File: config.mk
export PLATFORM = sky130hd
export DESIGN_NAME = hilo_ctrl
export DESIGN_NICKNAME = d
export VERILOG_FILES = /design/src/rtl/hilo_ctrl_pkg.sv /design/src/rtl/hilo_ctrl_div_iter.sv /design/src/rtl/hilo_ctrl.sv
export SDC_FILE = /design/constraint.sdc
export NUM_CORES = 2
export LEC_CHECK = 0
export CAP_MARGIN = 15
export CORE_MARGIN = 2
export CORE_UTILIZATION = 44
export CTS_CLUSTER_DIAMETER = 30
export DETAILED_ROUTE_END_ITERATION = 8
export HOLD_SLACK_MARGIN = 0.03
export PLACE_DENSITY = 0.62
export SKIP_LAST_GASP = 1
export SLEW_MARGIN = 20
export SYNTH_ARGS = -nofsm -noshare
export SYNTH_HDL_FRONTEND = slang
export SYNTH_HIERARCHICAL = 1
export SYNTH_SLANG_ARGS = --single-unit
File: constraint.sdc
create_clock -name clk -period 12.3 [get_ports clk]
set_input_delay 2.46 -clock clk [delete_from_list [all_inputs] [get_ports clk]]
set_output_delay 2.46 -clock clk [all_outputs]
set_load 0.1 [all_outputs]
File: src/rtl/hilo_ctrl_pkg.sv
// Shared HI/LO controller definitions: hilo_op bit positions, FSM states, operation kinds.
// Pure declarations; no timing or flow-control behaviour of its own.
package hilo_ctrl_pkg;

  localparam int XLEN = 32;

  // hilo_op is {mfhi,mflo,mthi,mtlo,mult,multu,div,divu,mul}, MSB first
  localparam int OP_MFHI  = 8;
  localparam int OP_MFLO  = 7;
  localparam int OP_MTHI  = 6;
  localparam int OP_MTLO  = 5;
  localparam int OP_MULT  = 4;
  localparam int OP_MULTU = 3;
  localparam int OP_DIV   = 2;
  localparam int OP_DIVU  = 1;
  localparam int OP_MUL   = 0;

  typedef enum logic [1:0] {
    ST_IDLE = 2'd0,
    ST_MUL  = 2'd1,
    ST_DIV  = 2'd2,
    ST_DONE = 2'd3
  } state_t;

  typedef enum logic [1:0] {
    K_MULT = 2'd0,
    K_MUL  = 2'd1,
    K_DIV  = 2'd2
  } kind_t;

  function automatic logic [XLEN-1:0] mag(input logic [XLEN-1:0] v, input logic is_signed);
    return (is_signed && v[XLEN-1]) ? -v : v;
  endfunction

endpackage

File: src/rtl/hilo_ctrl_div_iter.sv
// Radix-2 restoring divider on unsigned magnitudes; start does the first step, then one step per cycle.
// done rises DIV_CYCLES-1 cycles after start; no backpressure, a new start restarts it.
module hilo_ctrl_div_iter
  import hilo_ctrl_pkg::*;
#(
  parameter int DIV_CYCLES = 32
) (
  input  logic            clk,
  input  logic            rst,
  input  logic            start,
  input  logic [XLEN-1:0] dividend,
  input  logic [XLEN-1:0] divisor,
  output logic [XLEN-1:0] quotient,
  output logic [XLEN-1:0] remainder,
  output logic            done
);

  logic [XLEN-1:0] rem_q, quo_q, dsr_q;
  logic [5:0]      cnt_q;
  logic [XLEN-1:0] rem_in, quo_in, dsr_in, rem_nx, quo_nx;
  logic [XLEN:0]   trial, diff;

  always_comb begin
    rem_in = start ? '0 : rem_q;
    quo_in = start ? dividend : quo_q;
    dsr_in = start ? divisor : dsr_q;
    trial  = {rem_in, quo_in[XLEN-1]};
    diff   = trial - {1'b0, dsr_in};
    // borrow out means the trial subtraction did not fit: restore
    if (!diff[XLEN]) begin
      rem_nx = diff[XLEN-1:0];
      quo_nx = {quo_in[XLEN-2:0], 1'b1};
    end else begin
      rem_nx = trial[XLEN-1:0];
      quo_nx = {quo_in[XLEN-2:0], 1'b0};
    end
  end

  always_ff @(posedge clk) begin
    if (!rst) begin
      rem_q <= '0;
      quo_q <= '0;
      dsr_q <= '0;
      cnt_q <= '0;
    end else if (start) begin
      rem_q <= rem_nx;
      quo_q <= quo_nx;
      dsr_q <= divisor;
      cnt_q <= 6'(DIV_CYCLES - 1);
    end else if (cnt_q != 6'd0) begin
      rem_q <= rem_nx;
      quo_q <= quo_nx;
      cnt_q <= cnt_q - 6'd1;
    end
  end

  assign quotient  = quo_q;
  assign remainder = rem_q;
  assign done      = (cnt_q == 6'd0);

endmodule

File: src/rtl/hilo_ctrl.sv
// EX-stage HI/LO owner sequencing multi-cycle mult/div; commits once on entry to DONE.
// stallreq covers issue + MUL_CYCLES (mul) or DIV_CYCLES (div) cycles; DONE waits out stall_ex.
module hilo_ctrl
  import hilo_ctrl_pkg::*;
#(
  parameter int DIV_CYCLES = 32,
  parameter int MUL_CYCLES = 2
) (
  input  logic        clk,
  input  logic        rst,
  input  logic        valid_i,
  input  logic        flush,
  input  logic        stall_ex,
  input  logic [8:0]  hilo_op,
  input  logic [31:0] src1,
  input  logic [31:0] src2,
  output logic        stallreq,
  output logic [31:0] hilo_rdata,
  output logic [31:0] mul_res,
  output logic [31:0] hi_o,
  output logic [31:0] lo_o
);

  state_t             state_q;
  kind_t              kind_q;
  logic [31:0]        hi_q, lo_q, mul_res_q, dvd_q;
  logic [5:0]         cnt_q;
  logic signed [63:0] op_a_q, op_b_q, prod_w;
  logic               neg_q_q, neg_r_q, dz_q;

  logic        is_md, is_div, sgn_mul, issue, div_start, div_done;
  logic [31:0] quotient, remainder, q_fix, r_fix;

  assign is_div  = hilo_op[OP_DIV] | hilo_op[OP_DIVU];
  assign is_md   = hilo_op[OP_MULT] | hilo_op[OP_MULTU] | hilo_op[OP_MUL] | is_div;
  assign sgn_mul = hilo_op[OP_MULT] | hilo_op[OP_MUL];
  assign issue   = (state_q == ST_IDLE) & valid_i & ~flush & is_md;
  assign div_start = issue & is_div;

  hilo_ctrl_div_iter #(
    .DIV_CYCLES(DIV_CYCLES)
  ) u_div (
    .clk      (clk),
    .rst      (rst),
    .start    (div_start),
    .dividend (mag(src1, hilo_op[OP_DIV])),
    .divisor  (mag(src2, hilo_op[OP_DIV])),
    .quotient (quotient),
    .remainder(remainder),
    .done     (div_done)
  );

  // operands are pre-extended to 64 bits, so the low 64 product bits are exact
  assign prod_w = op_a_q * op_b_q;
  assign q_fix  = neg_q_q ? -quotient : quotient;
  assign r_fix  = neg_r_q ? -remainder : remainder;

  always_ff @(posedge clk) begin
    if (!rst) begin
      state_q   <= ST_IDLE;
      kind_q    <= K_MULT;
      hi_q      <= '0;
      lo_q      <= '0;
      mul_res_q <= '0;
      cnt_q     <= '0;
      op_a_q    <= '0;
      op_b_q    <= '0;
      neg_q_q   <= 1'b0;
      neg_r_q   <= 1'b0;
      dz_q      <= 1'b0;
      dvd_q     <= '0;
    end else if (flush) begin
      state_q <= ST_IDLE;
    end else begin
      case (state_q)
        ST_IDLE: begin
          if (issue) begin
            state_q <= is_div ? ST_DIV : ST_MUL;
            kind_q  <= is_div ? K_DIV : (hilo_op[OP_MUL] ? K_MUL : K_MULT);
            cnt_q   <= 6'(MUL_CYCLES - 1);
            op_a_q  <= sgn_mul ? {{32{src1[31]}}, src1} : {32'd0, src1};
            op_b_q  <= sgn_mul ? {{32{src2[31]}}, src2} : {32'd0, src2};
            neg_q_q <= hilo_op[OP_DIV] & (src1[31] ^ src2[31]);
            neg_r_q <= hilo_op[OP_DIV] & src1[31];
            dz_q    <= (src2 == 32'd0);
            dvd_q   <= src1;
          end else if (valid_i && !stall_ex) begin
            if (hilo_op[OP_MTHI]) hi_q <= src1;
            if (hilo_op[OP_MTLO]) lo_q <= src1;
          end
        end
        ST_MUL: begin
          if (cnt_q == 6'd0) begin
            state_q <= ST_DONE;
            if (kind_q == K_MUL) begin
              mul_res_q <= prod_w[31:0];
            end else begin
              hi_q <= prod_w[63:32];
              lo_q <= prod_w[31:0];
            end
          end else begin
            cnt_q <= cnt_q - 6'd1;
          end
        end
        ST_DIV: begin
          if (div_done) begin
            state_q <= ST_DONE;
            if (dz_q) begin
              lo_q <= '1;
              hi_q <= dvd_q;
            end else begin
              lo_q <= q_fix;
              hi_q <= r_fix;
            end
          end
        end
        ST_DONE: begin
          if (!stall_ex) state_q <= ST_IDLE;
        end
        default: state_q <= ST_IDLE;
      endcase
    end
  end

  assign stallreq   = rst & ~flush & (issue | (state_q == ST_MUL) | (state_q == ST_DIV));
  assign hilo_rdata = !rst ? 32'd0 :
                      hilo_op[OP_MFHI] ? hi_q :
                      hilo_op[OP_MFLO] ? lo_q : 32'd0;
  assign mul_res    = rst ? mul_res_q : 32'd0;
  assign hi_o       = rst ? hi_q : 32'd0;
  assign lo_o       = rst ? lo_q : 32'd0;

endmodule

* Yosys cells after proc, flatten, opt, wreduce, memory -nomap -nowiden *
Cells that the tools add are included.
Widths: inputs -> output; s select.

word-level totals
  register bits = 371
  input port bits = 78
  output and inout port bits = 129
  logic and storage cells = 127

operators by class
  $add $sub $neg = 7
  $mul = 1
  equal/unequal tests = 14
  muxes and demuxes = 50
  bitwise logic cells = 18
  reductions and logical operators = 20

operators with widths
  cell                 number
  $mux 32              32
  $pmux 32 s3          2
  $mux 64              2
  $neg 32->32          4
  $mul 64x64->64       1
  $sub 33x32->33       1
  $logic_not 32->1     1
  $ne 2x2->1 const B   9
  $reduce_and 8->1     2
  $logic_not 6->1      2
  $mux 2               6
  $mux 6               2
  $pmux 6 s2           1
  $reduce_and 4->1     3
  $sub 6x1->6 const B  2
  $mux 5               2
  $and 1x1->1          8
  $pmux 2 s4           1
  $or 1x1->1           7
  $reduce_bool 6->1    1
  $eq 2x1->1 const B   2
  $eq 2x2->1 const B   2
  $reduce_bool 2->1    2
  $reduce_or 2->1      2
  9 further kinds      13

* Logic depth before layout (Yosys ltp) *
  word-level depth = 10
  mapped depth = 35
  depth with buffers taken out = 32

* Hierarchy *
Netlist, hierarchy kept.

by module, submodules not included
  module              instances  cells each  area an instance (sq um)  seq. area each (sq um)
  hilo_ctrl           1          6846        60598.1                   3503.4
  hilo_ctrl_div_iter  1          855         6543.8                    2042.0

* Worst setup path after synthesis *
OpenSTA, ideal clock, no wires.

  path type = reg2reg
  start point = reg op_b_q[1]
  end point = reg hi_q[30]
  library setup time = 0.125 ns
  arrival time = 8.633 ns
  required time = 12.175 ns
  setup slack = 3.543 ns
  cell stages (with the launch flop) = 31
  buffers on the path = 4
  clock period less this slack = 8.757 ns
  cells stage by stage = dfxtp_1 -> clkbuf_1 -> clkbuf_1 -> nand2_1 -> inv_1 -> fa_1 -> fa_1 -> fa_1 -> inv_1 -> fa_1 -> inv_1 -> fa_1 -> fa_1 -> fa_1 -> fa_1 -> fa_1 -> inv_1 -> fa_1 -> inv_1 -> ha_1 -> clkbuf_1 -> and3_1 -> clkbuf_1 -> nand2_1 -> o31ai_1 -> o211ai_1 -> a21oi_1 -> a211oi_1 -> o21ai_0 -> mux2i_1 -> o21ai_1

on the way
  longest elaborated chain between the ends = 4

RTL lines
  element                 line              RTL
  start, declared         hilo_ctrl.sv:28   logic signed [63:0] op_a_q, op_b_q, prod_w;
  start signal, assigned  hilo_ctrl.sv:82   op_b_q <= sgn_mul ? {{32{src2[31]}}, src2} : {32'd0, src2};
  $mul 64x64->64          hilo_ctrl.sv:54   assign prod_w = op_a_q * op_b_q;
  $mux 32                 hilo_ctrl.sv:95   if (kind_q == K_MUL) begin
  $mux 32                 hilo_ctrl.sv:93   if (cnt_q == 6'd0) begin
  $pmux 32 s3             hilo_ctrl.sv:75   case (state_q)
  end signal, assigned    hilo_ctrl.sv:88   if (hilo_op[OP_MTHI]) hi_q <= src1;
  end signal, assigned    hilo_ctrl.sv:98   hi_q <= prod_w[63:32];
  end signal, assigned    hilo_ctrl.sv:110  hi_q <= dvd_q;
  end, declared           hilo_ctrl.sv:26   logic [31:0] hi_q, lo_q, mul_res_q, dvd_q;

Every way passes these cells. The select of a mux whose other input is x is not followed.
A chain may end at the register's enable or synchronous reset.

* Final worst setup path *
  start point = reg op_b_q[6]
  end point = reg hi_q[30]

The elaborated chain is that of the path after synthesis.

==> results.txt <==
- Number of sinks driven by the clock tree: about 280
- Static timing analysis puts the maximum clock frequency at 0.1018 GHz.
- The analysis attributes to cell leakage a power of 35.54 nW.
- Grouping stages by cell kind, the critical path spends the most delay in adder cells.
* TritonCTS buffer count: 57
* Count of nets after finishing: 9548
- Mean instance size in the synthesized netlist: about 8.7 sq um
- Maximum fanout encountered on the critical timing path: 23
* Number of hold violations in the final report: 0
- Port Buf Inserts: approximately 200
* Maximum number of pins on one net before global-route repair: roughly 220
- Combinational share of power: 53.3%
- The tree is rooted in a clkbuf_16.
- The congestion estimate from routability-driven global placement came to 0.9642.
* Worst EP required: around 13000 ps
- In the synthesized netlist the dominant register cell turns out to be dfxtp_1.
* Number of H-tree levels: 2
- For this design, the CTS-stage hold fixing added 0 buffers.
* Critical hold path startpoint: op_b_q[10]
- Synth async-reset ratio: 0%
* Number of antenna violations at the first check in global routing: 10
- Drt first-iter violations: between 4000 and 5000
- RSZ-0062 raised after global routing: false
- Detail-routed via count per cell: about 5.4
* Number of iterations in the first detailed-routing pass: 8
- Critical path's largest stage delay: 950 ps
- Across the run, the number of max-cap violations was 0.
* Area growth syn-to-layout: 8.632%
- Tracing the worst setup path back leads to its startpoint at op_b_q[6].
- Wire length of the first global-routing pass: 350600 microns
- Synth top area cells: fa_1, inv_1, dfxtp_1
- Floorplan die width: approximately 400 microns
* Setup total negative slack: 0 ps
- Worst slew pin tran: ~1200 ps
- The internal portion of the total power is between 3 and 4 mW.
- The flow ran to the end, and the final reports show no timing, DRC or antenna violations.
- Start-to-end type of the worst setup path: flop to flop
- Of the synthesized area, sequential elements account for roughly 8.3%.
- Setup Viol. Count Final: 0
- Most frequent CP cell: fa_1
- The cell count after synthesis came out at just under 8000.
- When the netlist entered floorplanning its net count stood at 9598.
- Power density over the cells: approximately 81 mW/mm^2
- The library cell used most frequently in the layout, excluding fill and tap cells, is inv_1.
* Endpoint arrival time on the critical path: around 10000 ps
- Cell type contributing the most total cell area after synthesis: fa_1
- After layout, the design draws a total of approximately 6 mW.
- Residual DRC count: 0
- IO Pins: 207
* Core outline area: between 0.15 and 0.2 sq mm
* Clock slew seen by the registers of the worst setup and hold paths: 60 ps
- Portion of synthesized cell area occupied by the leading cell type: between 40% and 50%
- Hold timing on the final database bottoms out at a slack of 464.1 ps.
* Cell area after technology mapping: about 0.067 sq mm
- Commonest cells after routing, fill and taps aside: inv_1, fa_1, nand2_1, and2_1, ha_1
- 0 antenna diodes ended up in the layout.
- The detail route stage leaves a number of antenna-violating nets equal to 0.
- Sequential cells account for approximately a fifth of the total power.
* Psw: ~2.9 mW
- The die covers approximately 0.16 sq mm.
* Number of instances resized during post-cts repair: 0
- Of the available clock period, the critical path in the final layout requires about 80%.
- In this run, distinct cell masters in the synthesized netlist total 97.
- Number of global-route vias before repair: 55960
- Initial Utilization: between 40% and 50%
- Slowest CP cell: fa_1
- The routed design has between 200000 and 250000 microns of wire.
* Post-detail-place hpwl: 186200 microns
* Global-route usage over all layers: 29.57%
* Routed wirelength normalized by instance count: approximately 23 microns
- Startpoint types: flop
* Max Buffers Root-to-Sink: 3
- For the finished layout, the period the worst path requires is around 10000 ps.
* # Post-CTS Setup Buffers: 0
- Routed via count: 52870
- The die is about 390 microns tall.
* Number of placement rows: between 100 and 150
- Total of fill cells in the finished design: about 15000
- Across the VDD grid, the largest voltage drop is between 200 and 250 uV.
- Pins Over Slew Limit: 0
- TritonCTS built the clock tree.
- Count of buffer and inverter cells on the critical path: 5
- Net switching is between 40% and 50% of the power.
* Worst-Skew Late Latency: 630 ps
- The share of total power dissipated in the clock network is a little over a quarter.
- Of the cells placed in the final design, the portion with a size suffix greater than 1 is roughly 3.7%.
- Count of yosys warnings during synthesis: 6
- In this run the tightest slew margin relative to its limit is around a fifth.
* Type of element capturing the critical path: flop
* Post-synthesis sequential element count: between 200 and 300
* Start of the worst register-to-register path: op_b_q[6]
- Clk_skew: ~53 ps
- Counting flops with a built-in enable in the synthesized netlist gives 0.
- The min-delay analysis places its worst path in the category flop to flop.
* Overflow after GRT: 0
-- state kept, by name, indices dropped and copies added, names as in the netlist --
| register | count |
|---|---|
| kind_q | 2 |
| u_div/quotient | 32 |
| op_a_q | 2 |
| op_b_q | 33 |
| u_div/cnt_q | 6 |
| u_div/remainder | 32 |
| state_q | 2 |
| neg_q_q | 1 |
| dz_q | 1 |
| mul_res_q | 32 |
| u_div/dsr_q | 32 |
| cnt_q | 6 |
| lo_q | 32 |
| dvd_q | 31 |
| neg_r_q | 1 |
| hi_q | 32 |
-- metrics by stage --
stage          setup WS (ps)  instances  util, %  area, sq um
3_3_place_gp            2610       9622    46.79        70990
4_1_cts                 2444       9728    48.07        72940
5_1_grt                 1964       9728    48.07        72940
2_1_floorplan           3543       7701        -        67140
6_report                2480       9728    48.07        72940
3_5_place_dp            2474       9622    46.79        70990
-- per-layer routing --
| layer | track usage (%) | part of all wire [%] | wire (microns) | up-vias |
|---|---|---|---|---|
| met1 | 40.55 | 42 | 95290 | 27000 |
| met2 | 46.74 | 45 | 101200 | 2218 |
| met4 | 10.22 | 4.3 | 9656 | 2 |
| met5 | 0 | 0.0057 | 13 | - |
| li1 | - | - | - | 23230 |
| met3 | 5.830 | 9.0 | 20420 | 420 |
-- final timing paths --
path | endpoint | slack [ps] | cells past startpoint
max reg2reg | hi_q[30] | 2480 | 26
min reg2reg | op_b_q[10] | 460 | 2
min | op_b_q[10] | 460 | 2
max | hi_q[30] | 2480 | 26
-- power groups by stage --
stage	Combinational [mW]	Clock [mW]	Sequential, mW
floorplan	2.16	0	1.10
global placement	3.07	0	1.18
detailed placement	3.08	0	1.19
CTS	3.11	1.60	1.17
global route	3.43	1.64	1.18
finish	3.15	1.58	1.17
-- synth_stat cells (13+ instances only) --
master and count:
o21a_1 15, o211ai_1 29, a31oi_1 28, nor2b_1 66
nand2b_1 18, xnor2_1 166, a311oi_2 14, a21oi_1 257
o21bai_1 17, nor2_1 220, mux2i_1 38, nand4_1 32
o21ai_0 179, clkbuf_1 403, fa_1 1436, inv_1 1599
ha_1 383, nor3_1 52, a311oi_1 13, xor2_1 81
a211oi_1 13, a221oi_1 14, nand2_1 1027, o31ai_1 42
o41ai_1 17, and3_1 19, nand3_1 43, or3_1 21
o21ai_1 47, nor4_1 14, dfxtp_1 277, a21o_1 48
and2_1 772, a21boi_0 107
-- cell type report --
type | count | area (sq um) | area share (%)
Clock inverter | 39 | 424.2 | 0.5815
Inverter | 1600 | 6006 | 8.234
Sequential cell | 277 | 5549 | 7.608
Tap cell | 2030 | 2540 | 3.482
Clock buffer | 67 | 1524 | 2.089
Timing Repair Buffer | 314 | 2897 | 3.971
Multi-Input combinational cell | 5401 | 54000 | 74.03
-- cell families after synthesis --
group | Yosys count | share of synthesized area, %
simple gates | 2354 | 17.35
xor+xnor | 247 | 3.222
fa+ha+maj | 1821 | 49.98
mux | 41 | 0.6168
buf+inv | 2023 | 11.38
compound gates | 938 | 9.191
flops | 277 | 8.259
-- worst reg2reg max path, stage by stage (launching register included) --
cell and delay (ps):
dfxtp_1 860, buf_4 340, and2_1 170, fa_1 510
fa_1 550, fa_1 950, inv_1 170, fa_1 670
inv_1 220, fa_1 560, fa_1 440, fa_1 500
fa_1 510, fa_1 490, inv_1 50, fa_1 500
inv_1 50, ha_1 420, and3_1 360, nand2_1 140
o31ai_1 400, o211ai_1 150, a21oi_1 160, a211oi_1 60
o21ai_0 160, mux2i_1 220, o21ai_1 90
No activity file was read; power rests on OpenSTA's default activity.
